$ cat config.mk
export PLATFORM = sky130hd
export DESIGN_NAME = mem_exec_unit
export DESIGN_NICKNAME = d
export VERILOG_FILES = /design/src/rtl/tomasulo_pkg.sv /design/src/rtl/mem_exec_unit_mem_array.sv /design/src/rtl/mem_exec_unit.sv
export SDC_FILE = /design/constraint.sdc
export NUM_CORES = 2
export LEC_CHECK = 0
export BUFFER_PORTS_ARGS = -buffer_cell sky130_fd_sc_hd__buf_2
export CELL_PAD_IN_SITES_DETAIL_PLACEMENT = 1
export CELL_PAD_IN_SITES_GLOBAL_PLACEMENT = 2
export CORE_UTILIZATION = 52
export DETAILED_ROUTE_END_ITERATION = 10
export GPL_TIMING_DRIVEN = 0
export PLACE_DENSITY = 0.86
export SYNTH_ARGS = -nofsm -noshare
export SYNTH_HDL_FRONTEND = slang
export SYNTH_SLANG_ARGS = --single-unit
$ cat constraint.sdc
create_clock -name clk -period 10.4 [get_ports clk]
set_clock_uncertainty 0.2 [all_clocks]
set_input_delay 2.08 -clock clk [delete_from_list [all_inputs] [get_ports clk]]
set_output_delay 2.08 -clock clk [all_outputs]
set_load 0.02 [all_outputs]
$ cat src/rtl/tomasulo_pkg.sv
// Shared Tomasulo definitions: label width, reserved and station labels,
// memory op encoding and the memory execution unit state encoding.
package tomasulo_pkg;

  localparam int LABEL_W = 5;

  localparam logic [LABEL_W-1:0] LABEL_NONE = 5'd0;
  localparam logic [LABEL_W-1:0] q0 = 5'd1;
  localparam logic [LABEL_W-1:0] q1 = 5'd2;
  localparam logic [LABEL_W-1:0] q2 = 5'd3;

  localparam logic OP_LOAD  = 1'b0;
  localparam logic OP_STORE = 1'b1;

  typedef enum logic [1:0] {
    IDLE   = 2'd0,
    ACCESS = 2'd1,
    BCAST  = 2'd2
  } mem_state_t;

endpackage

$ cat src/rtl/mem_exec_unit_mem_array.sv
// Single-port synchronous word RAM; read data appears one cycle after a read
// is issued and holds until the next read.
module mem_array #(
  parameter int DEPTH = 64,
  parameter int AW    = $clog2(DEPTH)
) (
  input  logic          clk,
  input  logic          we,
  input  logic          re,
  input  logic [AW-1:0] addr,
  input  logic [31:0]   wdata,
  output logic [31:0]   rdata
);

  logic [31:0] mem [DEPTH];

  always_ff @(posedge clk) begin
    if (we) mem[addr] <= wdata;
    if (re) rdata <= mem[addr];
  end

endmodule

$ cat src/rtl/mem_exec_unit.sv
// Memory execution unit: accepts one station entry, accesses the local RAM
// after LAT cycles, then broadcasts on the CDB. Option: MEM_STORE_BCAST_EN.
import tomasulo_pkg::*;

module mem_exec_unit #(
  parameter int DEPTH = 64,
  parameter int LAT   = 2
) (
  input  logic               clk,
  input  logic               nRST,
  input  logic               require,
  output logic               requireAC,
  input  logic               opIn,
  input  logic [31:0]        addrIn,
  input  logic [31:0]        wdataIn,
  input  logic [LABEL_W-1:0] labelIn,
  input  logic               bcGrant,
  output logic               BCEN,
  output logic [LABEL_W-1:0] BClabel,
  output logic [31:0]        BCdata,
  output logic               busy
);

  localparam int         AW       = $clog2(DEPTH);
  localparam logic [3:0] CNT_INIT = 4'(LAT - 1);

  mem_state_t         state, state_nxt;
  logic [3:0]         cnt, cnt_nxt;
  logic               op_q;
  logic [AW-1:0]      idx_q;
  logic [31:0]        wdata_q;
  logic [LABEL_W-1:0] label_q;
  logic               accept, skip_bc, mem_we, mem_re;
  logic [31:0]        rdata;
  logic               unused_addr;

  assign accept      = require && requireAC;
  assign unused_addr = ^{addrIn[31:AW+2], addrIn[1:0]};

`ifdef MEM_STORE_BCAST_EN
  assign skip_bc = (label_q == LABEL_NONE);
`else
  assign skip_bc = (label_q == LABEL_NONE) || (op_q == OP_STORE);
`endif

  // Accept stage: entry fields captured on the handshake edge
  always_ff @(posedge clk) begin
    if (accept) begin
      op_q    <= opIn;
      idx_q   <= addrIn[AW+1:2];
      wdata_q <= wdataIn;
      label_q <= labelIn;
    end
  end

  always_ff @(posedge clk) begin
    if (!nRST) begin
      state <= IDLE;
      cnt   <= 4'd0;
    end else begin
      state <= state_nxt;
      cnt   <= cnt_nxt;
    end
  end

  always_comb begin
    state_nxt = state;
    cnt_nxt   = cnt;
    requireAC = 1'b0;
    busy      = 1'b0;
    BCEN      = 1'b0;
    mem_we    = 1'b0;
    mem_re    = 1'b0;
    case (state)
      IDLE: begin
        requireAC = 1'b1;
        if (require) begin
          state_nxt = ACCESS;
          cnt_nxt   = CNT_INIT;
        end
      end
      ACCESS: begin
        busy = 1'b1;
        if (cnt == 4'd0) begin
          // A reset landing on the access cycle must not let the write through
          mem_we    = nRST && (op_q == OP_STORE);
          mem_re    = (op_q == OP_LOAD);
          state_nxt = skip_bc ? IDLE : BCAST;
        end else begin
          cnt_nxt = cnt - 4'd1;
        end
      end
      BCAST: begin
        busy = 1'b1;
        BCEN = 1'b1;
        if (bcGrant) state_nxt = IDLE;
      end
      default: state_nxt = IDLE;
    endcase
  end

  // Broadcast stage: RAM read port holds the load data for the whole BCAST
  assign BClabel = BCEN ? label_q : '0;
  assign BCdata  = (BCEN && (op_q == OP_LOAD)) ? rdata : 32'd0;

  mem_array #(
    .DEPTH (DEPTH),
    .AW    (AW)
  ) u_mem (
    .clk   (clk),
    .we    (mem_we),
    .re    (mem_re),
    .addr  (idx_q),
    .wdata (wdata_q),
    .rdata (rdata)
  );

endmodule

Yosys cells after proc, flatten, opt, wreduce, memory -nomap -nowiden. Memory sizes are Yosys's and may differ from the RTL's. A register that Yosys moved wholly into a read port is not among the register bits. Cells that the tools add are included.

Memory bits (writable): 2048. Memories kept: 1. Output and inout bits: 40. Logic and storage cells: 45. Input bits: 74. Register bits after elaboration: 50.

Memories: u_mem.mem (depth 64, width 32, read ports 1, clocked after memory_dff 1, write ports 1, RTL line mem_exec_unit_mem_array.sv:15) `logic [31:0] mem [DEPTH];`.

Reduce and logical (&&, ||, !) cells: 11. Muxes and demuxes: 19. Bitwise logic cells: 1. Add/sub/neg operators: 1. Equal/unequal tests: 6.

Operators by type and width (number): two-way mux 32 bit (1); two-way mux 1 bit (9); two-way mux 2 bit (4); two-way mux 4 bit (2); inequality test 2 bit (second input constant) (4); one-hot mux 4 bit (2 select lines) (1); one-hot mux 2 bit (3 select lines) (1); AND reduction 3 bit (2); logical NOT 5 bit (1); two-way mux 5 bit (1); logical NOT 4 bit (1); subtractor 4 x 1 -> 4 bit (second input constant) (1); logical AND 1 bit (3); == test 2 x 1 -> 1 bit (second input constant) (1); == test 2 bit (second input constant) (1); logical NOT 2 bit (1); nonzero test 2 bit (1); OR reduction 2 bit (1); logical OR 1 bit (1); NOT 1 bit (1).

Longest topological paths before layout.
Word-level depth: 5. Mapped depth: 10. Depth with buffers taken out: 8.

Cells and area by module. A second synthesis with hierarchy kept.

Cells, all modules: 4377. Area total of the unflattened synthesis: 81274.2 sq um.

By module, submodules not included: mem_array (area each 79248.5 sq um, seq. area each 62459.9 sq um, times used 1, cells each 4239); mem_exec_unit (area each 2025.7 sq um, seq. area each 1441.4 sq um, times used 1, cells each 138).

Least setup slack after synthesis. No wires, ideal clock.

Path kind: input to register. From: in nRST. To: mem u_mem.mem[14][0], enable pin. Arrival: 4.017 ns. Library setup time: 0.421 ns. Data required time: 9.779 ns. Buffers on the path: 0. Path slack: 5.761 ns. Stages: 4. Cell sequence: nand2_1 nor2_1 nand3_1 nor2_1.

Cells in the longest elaborated chain, start to end: 5.

Ends and longest elaborated chain: from (decl) (RTL line mem_exec_unit.sv:10) `input logic nRST,`; logical AND 1 bit (RTL line mem_exec_unit.sv:86) `mem_we = nRST && (op_q == OP_STORE);`; two-way mux 1 bit (RTL line mem_exec_unit.sv:84) `if (cnt == 4'd0) begin`; two-way mux 1 bit (RTL line mem_exec_unit.sv:74) `case (state)`; two-way mux 1 bit (RTL line mem_exec_unit_mem_array.sv:18) `if (we) mem[addr] <= wdata;`; two-way mux 1 bit (implied by the code) (RTL line mem_exec_unit_mem_array.sv:18); to (decl) (RTL line mem_exec_unit_mem_array.sv:15).

Every way passes these cells.

Final worst setup path.
From: reg state[0]. To: out BCdata[14].

Cells in the longest elaborated chain, start to end: 4.

Ends and longest elaborated chain: from (decl) (RTL line mem_exec_unit.sv:27) `mem_state_t state, state_nxt;`; from (signal assigned) (RTL line mem_exec_unit.sv:61) `state <= state_nxt;`; == test 2 bit (RTL line mem_exec_unit.sv:74); two-way mux 1 bit (RTL line mem_exec_unit.sv:74); logical AND 1 bit (RTL line mem_exec_unit.sv:104) `assign BCdata = (BCEN && (op_q == OP_LOAD)) ? rdata : 32'd0;`; two-way mux 32 bit (RTL line mem_exec_unit.sv:104); to (decl) (RTL line mem_exec_unit.sv:20) `output logic [31:0] BCdata,`.

Every way passes these cells.

==> results.toml <==
[timing]
tightestPinTransition_ns = 1.477
fin_crit_ns = 6.385
finalHoldWorstSlack_ns = 0.3537
setup_viol = 0
rsz0062_at_grt = "no"
final_hold_viol_count = 0
headroom_to_the_max_slew_limit_pct = 0.4636
setup-tns-final_ns = 0
achievable_frequency_mhz = 156.6
maxSlewViolCount = 0
final_period_util_pct = 61.39

[routing]
wl_per_instance_um = 41.37
first_pass_iters = 6
route.layer.met1.wl_um = 99860
routed-wl-met2_um = 133200
route.final.wire_length_um = 296000
dr_wl_met3_um = 39030
dr_total_vias = 51633
vias_per_cell = 7.216
ant_nets = 0
routed.top_layer = "met5"
drtIter0Drc = 8870
drc_errors = 0

[logic_synthesis]
number_of_enable_flip_flop_cells_after_synthesis = 2124
yosysSeqAreaShare_pct = 78.63
synth.area.top_cells = "sky130_fd_sc_hd__edfxtp_1 78%, sky130_fd_sc_hd__mux2i_1 3.3%, sky130_fd_sc_hd__a22oi_1 2.8%, sky130_fd_sc_hd__mux4_2 2.4%, sky130_fd_sc_hd__a221oi_1 2.0%"
synth_area_leader_cell = "sky130_fd_sc_hd__edfxtp_1"
synthDistinctLibCells = 63
synthesis.area_mm2 = 0.08126
ys_ff_latch = 2130
postSynthNetCount = 4563
avgSynthCellArea_um2 = 18.12
synthesis.yosys.warnings = 0
synth_cells = 4484
synth-main-ff-cell = "sky130_fd_sc_hd__edfxtp_1"
post-synth-top-area-fraction_pct = 78.49
async_reset_ff_share_pct = 0

[clock_tree]
cts_buffers = 204
clock_tree_from_tritoncts = "built"
cts.clk_slew.worst_paths_ns = 0.06
clockRootBuffer = "sky130_fd_sc_hd__clkbuf_16"
clock_latency_ns = 0.86
ctsResizeCount = 0
clock_tree.htree_level_count = 4
post_cts.repair.setup_buffers = 0
cts-root-to-sink-buffers = 3
ctsHoldBuffers = 0
cts.sinks = 2130

[pwr]
ir_worst_vdd_mv = 0.1888
post_route_total_power_w = 0.02165
leakagePower_nw = 30.65
powerDensity_mw_per_mm2 = 227.9

[finish]
final_design_area_no_fill_mm2 = 0.09499
synthesis_to_finish_area_growth_pct = 16.89
n_fill_cell = 13282
post_route_cells_drive_above_1_share_pct = 17.35
final_layout_net_count = 4998

[global_route]
first_global_vias = 51823
antenna_found_initial = 25
overflow = 0
grt_use_total_pct = 37.23
grt_start_max_net_pins = 33
grt_first_pass_wirelength_um = 404600

[run]
maxCapViolations = 1

[critical_path]
reg2reg_path_depth = 7
timing.critical_path.to_type = "output port"
setup.worst_path.class = "flip-flop to output port"
crit_path_max_incr_delay_ns = 1.02
worst_setup_path_start_kind = "flip-flop"
timing.critical_path.required_ns = 8.12
path_common_cell = "sky130_fd_sc_hd__clkbuf_1"
critical_path.cell_chain = "inv_1 -> ha_1 -> clkbuf_1 -> clkbuf_1 -> and3_1 -> buf_2"
worst_r2r_endpoint = "u_mem.mem[51][21]"
setup.reg_to_reg.worst_slack_ns = 4.67
reg2reg_from = "idx_q[0]"
critical_path.max_fanout = 10
cpMaxStageDelayCell = "sky130_fd_sc_hd__clkbuf_1"
cp.arrival_ns = 4.10

[floorplanning]
total_number_of_placement_rows = 144
placeableCoreArea_mm2 = 0.1546
boundaryPins = 114
die_h_um = 397.3
initial_core_util_pct = 52.57
die_w_um = 397.3
design.die.area_mm2 = 0.1579

[worst_hold_path]
worst_hold_path_type = "flip-flop to flip-flop"
hold_path.startpoint = "cnt[3]"
hold_depth = 2
hold-path-endpoint = "cnt[3]"

[placed_design]
place_hpwl_um = 195800
io_buffers = 87
gpl.final_weighted_congestion = 0.9692
postPlaceCellArea_mm2 = 0.08844

[outcome]
failed_checks = "max-capacitance violations"
run_status = "finished, violations left"
==> through the flow <==
step                      std cells  utilization, %  worst slack, ns
after floorplan                4484               -            5.761
after global placement         6615           54.50            2.668
after detailed placement       6757           57.21            4.519
after CTS                      7134           61.41            4.355
after global routing           7134           61.41            4.103
final                          7155           61.45            4.015
==> report_power, final <==
part / internal (W) / switching, W / total, W
combinational: 0.00121 / 0.00289 / 0.00410
clock: 0.00411 / 0.00332 / 0.00743
sequential: 0.00993 / 0.000193 / 0.0101
==> cells by family (layout without fill, tap and decap cells) <==
kind of cell / Yosys count / after routing / share of synthesized area [%]
AOI/OAI and AO/OA: 1274 / 1274 / 10.70
xor gates and xnor gates: 2 / 2 / 0.02156
adders and majority gates: 5 / 5 / 0.07698
buffers and inverters: 336 / 942 / 2.126
DFF: 2130 / 2130 / 78.63
muxes: 401 / 401 / 6.320
other: 0 / 21 / 0
and+or+nand+nor: 336 / 336 / 2.120
==> final cells by class <==
type | instances | area [um2] | area share [%]
clock inverters | 120 | 1126 | 1.185
flip-flops and latches | 2130 | 63900 | 67.27
well taps | 2044 | 2557 | 2.692
multi-input cells | 2018 | 16120 | 16.97
repair buffers | 229 | 4131 | 4.349
clock buffers | 257 | 5368 | 5.651
diodes | 21 | 52.55 | 0.05532
inverters | 9 | 33.78 | 0.03556
plain buffers | 327 | 1695 | 1.785
==> state kept, by name (all words and copies together), names as in the netlist <==
register,count
cnt,4
idx_q,6
label_q,5
op_q,1
state,2
u_mem.mem,2048
u_mem.rdata,32
wdata_q,32
==> cells in the mapped netlist, drive strengths merged, types with 5 or more instances <==
master / count
or4b: 13
nor3: 5
a221oi: 196
o21ai: 186
a31oi: 16
o211ai: 59
nand3: 8
nand3b: 15
and2: 11
inv: 9
a21oi: 274
a21o: 13
clkbuf: 127
a211oi: 6
o2111ai: 17
and3: 37
edfxtp: 2124
nor2b: 22
a22oi: 300
nand2: 70
mux4: 85
nand2b: 10
a22o: 76
mux2: 47
dfxtp: 6
ha: 5
o22ai: 114
or3: 17
buf: 200
nor2: 115
mux2i: 269
==> layer usage <==
layer,global-route usage [%],vias to the layer above
li1,-,19485
met1,45.77,26283
met2,56.11,4730
met3,12.16,1111
met4,25.53,24
met5,0.4237,-
==> worst max-delay path: cells and delay by family, from the launching register on <==
kind | cells | cell delay [ns]
adder cells (fa/ha/maj) | 1 | 0.23
flip-flops | 1 | 0.32
buffers and inverters | 4 | 2.23
AND/OR/NAND/NOR | 1 | 0.45
==> layout by cell type, fill, tap and decap left out, drive strengths merged, types with 85 or more instances in the layout <==
cell / count
mux4: 85
clkbuf: 384
edfxtp: 2124
o21ai: 186
buf: 429
o22ai: 114
a221oi: 196
a21oi: 274
mux2i: 269
nor2: 115
clkinv: 85
a22oi: 300
==> worst max path at each step <==
stage               slack, ns           endpoint  cells past startpoint      from
global placement         2.67  u_mem.mem[34][20]                      5      nRST
floorplan                5.76   u_mem.mem[14][0]                      4      nRST
finish                   4.02         BCdata[14]                      6  state[0]
CTS                      4.36         BCdata[30]                      6  state[0]
global route             4.10         BCdata[30]                      6  state[0]
detailed placement       4.52  u_mem.mem[62][15]                      6      nRST
Note: power is estimated with default switching activity, not from simulation.
